--- src/rtl/sensor_qualifier.sv ---
// Front end for the grading FSM: synchronises and debounces three sensor levels
// and, on each measure trigger, captures one settled frame that is held until the next.
module sensor_qualifier #(
  parameter int DEB_CYCLES     = 4,
  parameter int SETTLE_CYCLES  = 8,
  parameter int TIMEOUT_CYCLES = 64
) (
  input  logic clk,
  input  logic rst,
  input  logic weight_raw_i,
  input  logic size_raw_i,
  input  logic color_raw_i,
  input  logic sample_i,
  output logic weight_ok_o,
  output logic size_ok_o,
  output logic color_ok_o,
  output logic valid_o,
  output logic busy_o,
  output logic timeout_o
);

  localparam int DW = $clog2(DEB_CYCLES);
  localparam int SW = $clog2(SETTLE_CYCLES + 1);
  localparam int TW = $clog2(TIMEOUT_CYCLES + 1);

  localparam logic [1:0] IDLE    = 2'd0;
  localparam logic [1:0] SETTLE  = 2'd1;
  localparam logic [1:0] CAPTURE = 2'd2;
  localparam logic [1:0] HOLD    = 2'd3;

  // bit order {sample, color, size, weight}
  logic [3:0] meta_q, sync_q;
  logic       sample_prev_q, trig_q;

  always_ff @(posedge clk) begin
    if (rst) begin
      meta_q        <= '0;
      sync_q        <= '0;
      sample_prev_q <= 1'b0;
      trig_q        <= 1'b0;
    end else begin
      meta_q        <= {sample_i, color_raw_i, size_raw_i, weight_raw_i};
      sync_q        <= meta_q;
      sample_prev_q <= sync_q[3];
      // registered so SETTLE begins a fixed three edges after sample_i is first sampled
      trig_q        <= sync_q[3] & ~sample_prev_q;
    end
  end

  logic [2:0]         deb_q, deb_d;
  logic [2:0][DW-1:0] dcnt_q, dcnt_d;
  logic               all_quiet;

  always_comb begin
    deb_d  = deb_q;
    dcnt_d = dcnt_q;
    for (int i = 0; i < 3; i++) begin
      if (sync_q[i] == deb_q[i]) begin
        dcnt_d[i] = '0;
      end else if (dcnt_q[i] == DW'(DEB_CYCLES - 1)) begin
        deb_d[i]  = sync_q[i];
        dcnt_d[i] = '0;
      end else begin
        dcnt_d[i] = dcnt_q[i] + 1'b1;
      end
    end
  end

  assign all_quiet = (dcnt_q[0] == '0) && (dcnt_q[1] == '0) && (dcnt_q[2] == '0);

  always_ff @(posedge clk) begin
    if (rst) begin
      deb_q  <= '0;
      dcnt_q <= '0;
    end else begin
      deb_q  <= deb_d;
      dcnt_q <= dcnt_d;
    end
  end

  logic [1:0]    state_q, state_d;
  logic [SW-1:0] settle_q, settle_d;
  logic [TW-1:0] tout_q, tout_d;
  logic [2:0]    ok_q, ok_d;
  logic          tmo_q, tmo_d;

  always_comb begin
    state_d  = state_q;
    settle_d = settle_q;
    tout_d   = tout_q;
    ok_d     = ok_q;
    tmo_d    = tmo_q;
    case (state_q)
      IDLE: begin
        if (trig_q) begin
          state_d  = SETTLE;
          settle_d = '0;
          tout_d   = '0;
        end
      end
      SETTLE: begin
        tout_d   = tout_q + 1'b1;
        settle_d = all_quiet ? settle_q + 1'b1 : '0;
        // a settled frame takes priority over an expiring timeout
        if (settle_q == SW'(SETTLE_CYCLES)) begin
          state_d = CAPTURE;
          ok_d    = deb_q;
          tmo_d   = 1'b0;
        end else if (tout_q == TW'(TIMEOUT_CYCLES)) begin
          state_d = CAPTURE;
          ok_d    = deb_q;
          tmo_d   = 1'b1;
        end
      end
      CAPTURE: state_d = HOLD;
      default: begin
        if (!sync_q[3]) state_d = IDLE;
      end
    endcase
  end

  always_ff @(posedge clk) begin
    if (rst) begin
      state_q  <= IDLE;
      settle_q <= '0;
      tout_q   <= '0;
      ok_q     <= '0;
      tmo_q    <= 1'b0;
    end else begin
      state_q  <= state_d;
      settle_q <= settle_d;
      tout_q   <= tout_d;
      ok_q     <= ok_d;
      tmo_q    <= tmo_d;
    end
  end

  assign weight_ok_o = ok_q[0];
  assign size_ok_o   = ok_q[1];
  assign color_ok_o  = ok_q[2];
  assign valid_o     = (state_q == CAPTURE);
  assign busy_o      = (state_q != IDLE);
  assign timeout_o   = tmo_q;

endmodule

--- config.mk ---
export PLATFORM = sky130hd
export DESIGN_NAME = sensor_qualifier
export DESIGN_NICKNAME = d
export VERILOG_FILES = /design/src/rtl/sensor_qualifier.sv
export SDC_FILE = /design/constraint.sdc
export NUM_CORES = 1
export LEC_CHECK = 0
export BUFFER_PORTS_ARGS = -buffer_cell sky130_fd_sc_hd__buf_2
export CAP_MARGIN = 20
export CORE_ASPECT_RATIO = 1.75
export CORE_MARGIN = 2
export CORE_UTILIZATION = 48
export DETAILED_ROUTE_END_ITERATION = 6
export HOLD_SLACK_MARGIN = 0.02
export PLACE_DENSITY = 0.76
export SLEW_MARGIN = 20
export SYNTH_ARGS = -nofsm -noshare
export SYNTH_HDL_FRONTEND = slang
export SYNTH_SLANG_ARGS = --single-unit
--- constraint.sdc ---
create_clock -name clk -period 3.1 [get_ports clk]
set_input_delay 0.31 -clock clk [delete_from_list [all_inputs] [get_ports clk]]
set_output_delay 0.31 -clock clk [all_outputs]
set_load 0.1 [all_outputs]
# Word-level counts from Yosys, hierarchy flattened
# Cells that the tools add are included.
# op_classes
eq_ne	13
reduce_logical	18
n_mux	14
bitwise_logic	5
n_addsub	5
# ops
op	n
$pmux W7 S2	1
$reduce_and A2 Y1	5
$reduce_or A3 Y1	3
$eq A2 B2 Y1 const B	4
$logic_not A2 Y1	4
$mux W2	4
$mux W4	2
$pmux W4 S2	1
$add A7 B1 Y7 const B	1
$eq A7 B7 Y1 const B	1
$mux W7	1
$add A2 B1 Y2 const B	3
$mux W3	2
$pmux W2 S3	1
$reduce_bool A2 Y1	3
$add A4 B1 Y4 const B	1
$eq A4 B4 Y1 const B	1
$ne A4 B2 Y1 const B	1
$not A1 Y1	4
$eq A1 B1 Y1	3
$ne A3 B3 Y1 const B	1
$reduce_and A3 Y1	1
$eq A2 B1 Y1 const B	1
$logic_and A1 B1 Y1	2
3 further kinds	4
# totals
regBits	36
input_bits	6
elab_cells	70
out_inout_bits	6

# Longest topological paths before layout
# Gate-level depths: netlist of the first run.
# logic_depth
depth_word	5
ltp_mapped	8
ltp_nobuf	6

# Worst setup path after synthesis of the first run
# OpenSTA, ideal clock, no wires.
# synth_path
path_type	reg-to-reg
from	register state_q[0]
to	register state_q[1]
slack_ns	1.102
required_ns	3.004
t_arrival_ns	1.902
setup_ns	0.096
synth_period_minus_slack_ns	1.998
path_stages_with_launch	6
n_path_buf	0
cell_sequence	dfxtp_1 > inv_1 > ha_1 > o41ai_1 > o21ai_1 > o41ai_2
# synth_between
elab_chain_cells	3
word_cells_on_any_way	8
cone_classes	5 x eq/ne; 1 x mux; 2 x reduce/logical
# synth_rtl
item	line	source
start, declared	81	logic [1:0] state_q, state_d;
start signal, assigned	130	state_q <= state_d;
$eq A2 B2 Y1 *	--	
via valid_o	17	output logic valid_o,
$ne A4 B2 Y1 (no source line)	--	
$reduce_and A3 Y1 (no source line)	--	
# Mark *: on every way through the listed nets, which the timed path passes. The rest lies on a longest branch.
# A chain may end at the register's enable or synchronous reset.

# Final worst setup path of the first run
# layout_path
from	register state_q[0]
to	register settle_q[1]
# layout_between
elab_chain_cells	3
word_cells_on_any_way	6
cone_classes	2 x eq/ne; 1 x mux; 3 x reduce/logical
# layout_rtl
item	line	source
$eq A2 B1 Y1 / $logic_not A2 Y1 (equally long branches)	93	case (state_q)
$reduce_bool A2 Y1 (no source line) / $ne A2 B2 Y1 (equally long branches)	--	
$reduce_and A2 Y1 (no source line)	--	
end signal, assigned	131	settle_q <= settle_d;
end, declared	82	logic [SW-1:0] settle_q, settle_d;
# Several ways; a longest one is shown, not always the timed one.

==> results.yml, run 1 <==
run_status:
  outcome: "finished clean"
worst_setup_path:
  cp-start-kind: "flop"
  worst_path_max_delay_cell: "mux2i_1"
  rr_endpoint: "settle_q[1]"
  cp_common_cell: "nor2_1"
  end_kind: "flop"
  crit_chain: "inv_1, ha_1, mux2i_1, nor2_1, a22oi_1, nor2_1"
  rr_worst_depth: 6
  max_stage_delay_ns: 0.82
  cp_data_required_time_ns: 3.25
  crit_arrival_ns: 2.34
  crit_type: "flop to flop"
  critical_path.max_fanout: 14
  cp.buffers_inverters: 1
  r2r_start: "state_q[0]"
  crit_cells: 6
  reg2reg_setup_slack_ns: 0.91
  crit_family: "multiplexers"
route:
  drc: 0
  drt-total-wl_um: 2650
  dr.first_iter.drc_count: 25
  dr_total_vias: 1151
  avgRoutedWirePerCell_um: 11.5
  routed_via_density: 5.00
  drtAntennaViolNets: 0
  dr.pass1.iters: 4
power_and_ir_drop:
  p_per_area_nw_per_um2: 576
  leakage_nw: 0.701
  p_total_mw: 1.02
  vdd_ir_drop_max_uv: 468
logic_synthesis:
  synthAdderAreaFrac_pct: 11.0
  yosys-top-cells-area: "dfxtp_1 (45%), ha_1 (11%), nor2_1 (5.9%), inv_1 (4.7%), mux2i_1 (4.4%)"
  ys_top_cells_by_count: "dfxtp_1 (36), nor2_1 (25), inv_1 (20), ha_1 (14), nor2b_1 (9)"
  muxShareOfSynthArea_pct: 4.40
  synth_top_family_by_area: "simple AND/OR/NAND/NOR gates"
  yosys.area_share.simple_pct: 20.0
  async_reset_ff_share_pct: 0
  synth-compound-area-share_pct: 9.43
  synth_cells: 174
  postSynthAreaPerCell_um2: 9.15
  ys_types: 31
  synth_edf_count: 0
  synth_top_area_share_pct: 45.2
  synth_top_cell_by_area: "dfxtp_1"
  yosysMostFrequentCell: "dfxtp_1"
  synthesis.nets: 194
  synthFlopType: "dfxtp_1"
  synth_warnings: 0
  synth.yosys.seq_area_share_pct: 45.2
  synth_xor_area_share_pct: 3.85
  ys_ff_latch: 36
  synth_area_um2: 1590
timing:
  slew_headroom_pct: 34.9
  hold_violations: 0
  fmax_mhz: 456
  clock_skew_ns: 0.00558
  tightest_slew_ns: 0.950
  setup_viol: 0
  rsz0062_at_grt: "false"
  tns_ns: 0
  final.period_utilization_pct: 70.7
  drv_slew: 0
  fin_crit_ns: 2.19
clocking:
  clkLatencyLatePin_ns: 0.28
  cts.sinks: 36
  htreeDepth: 2
  clk_path_buf_depth: 2
  root_buffer: "clkbuf_8"
  post_cts_buffers: 0
  clkSlewWorstSetupHoldPaths_ns: 0.07
  cts_resized: 0
  cts_tree: "built"
  holdBufCountCts: 0
  cts_buffers: 5
finish:
  drive_gt1_share_pct: 11.8
  area_growth_pct: 11.5
  final_nets: 207
  antenna_cells: 0
  finish.utilization_pct: 55.9
global_route:
  grt_pass1_vias: 1113
  grtUsageTotal_pct: 17.6
  grt_overflow: 0
  antenna_found_initial: 0
  grt_first_pass_wirelength_um: 4720
  grt_max_degree: 35
floorplanning:
  ioPinCount: 12
  fp.dieW_um: 47.5
  dieArea_um2: 3810
  die_h_um: 80.2
  rows: 27
  start_util_pct: 50.2
  core_um2: 3180
worst_hold_path:
  hold_start: "weight_raw_i"
  hp-class: "input pin to flop"
  holdPathStages: 2
  hold_path_end: "meta_q[0]"
placed_design:
  dp_hpwl_um: 1930
  port_buffers: 11
  place.gp.congestion: 0.729
flow_run:
  drv_cap: 0
## state kept, by name (all words and copies together), names as in the netlist
| register | flops |
|---|---|
| deb_q | 3 |
| sample_prev_q | 1 |
| tout_q | 7 |
| settle_q | 4 |
| dcnt_q | 6 |
| ok_q | 3 |
| trig_q | 1 |
| meta_q | 4 |
| sync_q | 4 |
| timeout_o | 1 |
| state_q | 2 |
## cells in the final DEF, fill, tap and decap left out, drive strengths merged, types with 7 or more instances in the layout
cell	count
buf	11
clkbuf	7
dfxtp	36
ha	14
inv	20
mux2i	7
nand2	7
nand2b	7
nor2	25
nor2b	9
xnor2	7
## worst register-to-register path, cell delays in order, from the launching register on
cell	delay, ns
dfxtp_1	0.33
inv_1	0.11
ha_1	0.28
mux2i_1	0.82
nor2_1	0.21
a22oi_1	0.23
nor2_1	0.07
## worst max path at each step
stage	to	start
3_5_place_dp	settle_q[1]	state_q[0]
4_1_cts	settle_q[1]	state_q[0]
3_3_place_gp	settle_q[1]	state_q[0]
5_1_grt	settle_q[1]	state_q[0]
6_report	settle_q[1]	state_q[0]
2_1_floorplan	state_q[1]	state_q[0]
## area by class of cell
class	count	area [µm²]
Fill cell	307	1400
Clock buffer	7	96.3
Sequential cell	36	721
Tap cell	43	53.8
Timing Repair Buffer	11	55.1
Multi-Input combinational cell	113	776
Inverter	20	75.1
## power breakdown
part           total, mW  internal [mW]  switching, mW
Combinational      0.186         0.0523          0.134
Sequential         0.487          0.477        0.00998
Clock              0.350          0.198          0.153
Total               1.02          0.727          0.297
## metrics by stage
stage / setup WS (ns) / instances / hold WS [ns] / cell area, µm²
final: 0.907 / 230 / 0.235 / 1780
after global routing: 0.649 / 230 / 0.231 / 1780
after CTS: 0.916 / 230 / 0.229 / 1780
after detailed placement: 0.925 / 223 / 0.376 / 1680
after global placement: 1.11 / 223 / 0.373 / 1680
after floorplan: 1.10 / 174 / 0.367 / 1590
## cell families after synthesis
| logic type | Yosys count |
|---|---|
| buf+inv | 25 |
| simple gates | 64 |
| xor+xnor | 7 |
| fa+ha+maj | 14 |
| mux | 7 |
| flops | 36 |
| compound gates | 21 |
## per-layer routing
metal  wire length (µm)  part of all wire, %  global-route usage [%]  vias to the layer above
li1                   -                    -                       -                      587
met1               1060                   40                    18.8                      531
met2               1400                   53                    28.4                       27
met3                 99                  3.7                    6.97                        6
met4                 83                  3.1                    9.19                        0
met5                  0                    0                       0                        -
Power figures use the tool's default switching activity.
==> run 2: changes to the inputs <==
==> constraint.sdc (replaced) <==
create_clock -name clk -period 2.16 [get_ports clk]
set_input_delay 0.216 -clock clk [delete_from_list [all_inputs] [get_ports clk]]
set_output_delay 0.216 -clock clk [all_outputs]
set_load 0.1 [all_outputs]
==> results.yml, run 2 (synthesized netlist as in run 1, its figures left out) <==
run_status:
  outcome: "finished clean"
global_route:
  grt_first_pass_wirelength_um: 4510
  grtUsageTotal_pct: 16.5
  grt_max_degree: 35
  grt_overflow: 0
  grt_pass1_vias: 1168
  antenna_found_initial: 0
finish:
  top_regs: "tout_q: 7 flops, dcnt_q: 6 flops"
  final_nets: 208
  fill_cells: 301
  largest_reg_flops: 7
  antenna_cells: 0
  finish.utilization_pct: 55.7
  design_area_um2: 1770
  mostFrequentLayoutCell: "dfxtp_1"
  area_growth_pct: 11.1
  final_cell_mix: "dfxtp_1 (36), nor2_1 (25), inv_1 (20), ha_1 (14), buf_2 (11)"
  drive_gt1_share_pct: 12.2
  largest_register: "tout_q"
clocking:
  clkSlewWorstSetupHoldPaths_ns: 0.07
  clk_path_buf_depth: 2
  root_buffer: "clkbuf_8"
  cts_buffers: 5
  clkLatencyLatePin_ns: 0.28
  htreeDepth: 2
  cts_tree: "built"
  post_cts_buffers: 0
  holdBufCountCts: 0
  cts_resized: 0
  cts.sinks: 36
power_and_ir_drop:
  switchingPower_mw: 0.439
  seqPwrFrac_pct: 49.2
  p_comb_share_pct: 19.4
  vdd_ir_drop_max_uv: 628
  p_total_mw: 1.42
  leakage_nw: 0.695
  clkPwrFrac_pct: 31.4
  p_per_area_nw_per_um2: 803
  power_switching_share_pct: 30.9
  power.internal_mw: 0.981
worst_setup_path:
  critical_path.max_fanout: 10
  worst_path_max_delay_cell: "o41ai_1"
  cp-start-kind: "flop"
  end_kind: "flop"
  crit_arrival_ns: 2.08
  max_stage_delay_ns: 0.78
  r2r_start: "state_q[1]"
  cp_data_required_time_ns: 2.35
  rr_worst_depth: 5
  crit_type: "flop to flop"
  rr_endpoint: "state_q[1]"
  reg2reg_setup_slack_ns: 0.27
  crit_chain: "inv_1, ha_1, o41ai_1, o21ai_1, o41ai_2"
worst_hold_path:
  hold_start: "weight_raw_i"
  holdPathStages: 2
  hp-class: "input pin to flop"
  hold_path_end: "meta_q[0]"
floorplanning:
  dieArea_um2: 3810
  ioPinCount: 12
  start_util_pct: 50.2
  rows: 27
  die_h_um: 80.2
  fp.dieW_um: 47.5
  core_um2: 3180
timing:
  drv_slew: 0
  tightest_slew_ns: 0.759
  hold_violations: 0
  fin_crit_ns: 1.89
  tns_ns: 0
  clock_skew_ns: 0.00236
  fmax_mhz: 530
  setup_viol: 0
  final.period_utilization_pct: 87.3
  slew_headroom_pct: 48.7
  rsz0062_at_grt: "false"
route:
  drc: 0
  dr_total_vias: 1156
  drt-total-wl_um: 2720
  dr.pass1.iters: 4
  routed_via_density: 5.00
  avgRoutedWirePerCell_um: 11.8
  drtAntennaViolNets: 0
  dr.first_iter.drc_count: 16
placed_design:
  port_buffers: 11
  dp_hpwl_um: 2020
  place_area_um2: 1690
  place.gp.congestion: 0.770
flow_run:
  drv_cap: 0
run 2: cell count changes in the layout (fill, tap and decap cells not counted):
cell / change
buf_4: +1
clkbuf_8: -2
clkinv_2: +1
clkinvlp_4: +1
run 2: worst max-delay path: cells and delay by family, from the launching register on:
family	cells	cell delay (ns)
flops	1	0.36
compound gates	3	1.04
buf+inv	1	0.09
fa+ha+maj	1	0.31
run 2: layout make-up:
class,instances,area (µm²),share of cell area [%]
Clock buffer,5,68.8,3.89
Clock inverter,2,12.5,0.707
Inverter,20,75.1,4.24
Multi-Input combinational cell,113,776,43.8
Sequential cell,36,721,40.7
Tap cell,43,53.8,3.04
Timing Repair Buffer,12,62.6,3.54
run 2: power by group through the flow:
stage / clock network (mW) / logic (mW) / registers (mW)
after floorplan: 0 / 0.227 / 0.710
after global placement: 0 / 0.259 / 0.711
after detailed placement: 0 / 0.276 / 0.714
after CTS: 0.468 / 0.276 / 0.698
after global routing: 0.493 / 0.299 / 0.700
final: 0.446 / 0.275 / 0.699
run 2: worst max-delay path by stage:
stage	depth (start not counted)	to	startpoint	slack, ns
after detailed placement	5	state_q[1]	state_q[1]	0.29
after floorplan	5	state_q[1]	state_q[0]	0.16
after CTS	5	state_q[1]	state_q[1]	0.27
after global placement	5	state_q[1]	state_q[1]	0.47
final	5	state_q[1]	state_q[1]	0.27
after global routing	5	state_q[0]	state_q[1]	0.10
run 2: layer usage:
metal	up-vias	part of all wire, %	track usage (%)
met2	24	55	29.9
met1	537	40	15.0
met3	6	3.9	5.62
met4	0	1.5	8.11
met5	-	0	0
li1	589	-	-
run 2: stage by stage:
| stage | std cells | hold WS [ns] | setup WS, ns |
|---|---|---|---|
| 3_3_place_gp | 224 | 0.373 | 0.467 |
| 2_1_floorplan | 174 | 0.344 | 0.162 |
| 5_1_grt | 231 | 0.148 | 0.100 |
| 6_report | 231 | 0.140 | 0.274 |
| 3_5_place_dp | 224 | 0.378 | 0.287 |
| 4_1_cts | 231 | 0.125 | 0.273 |
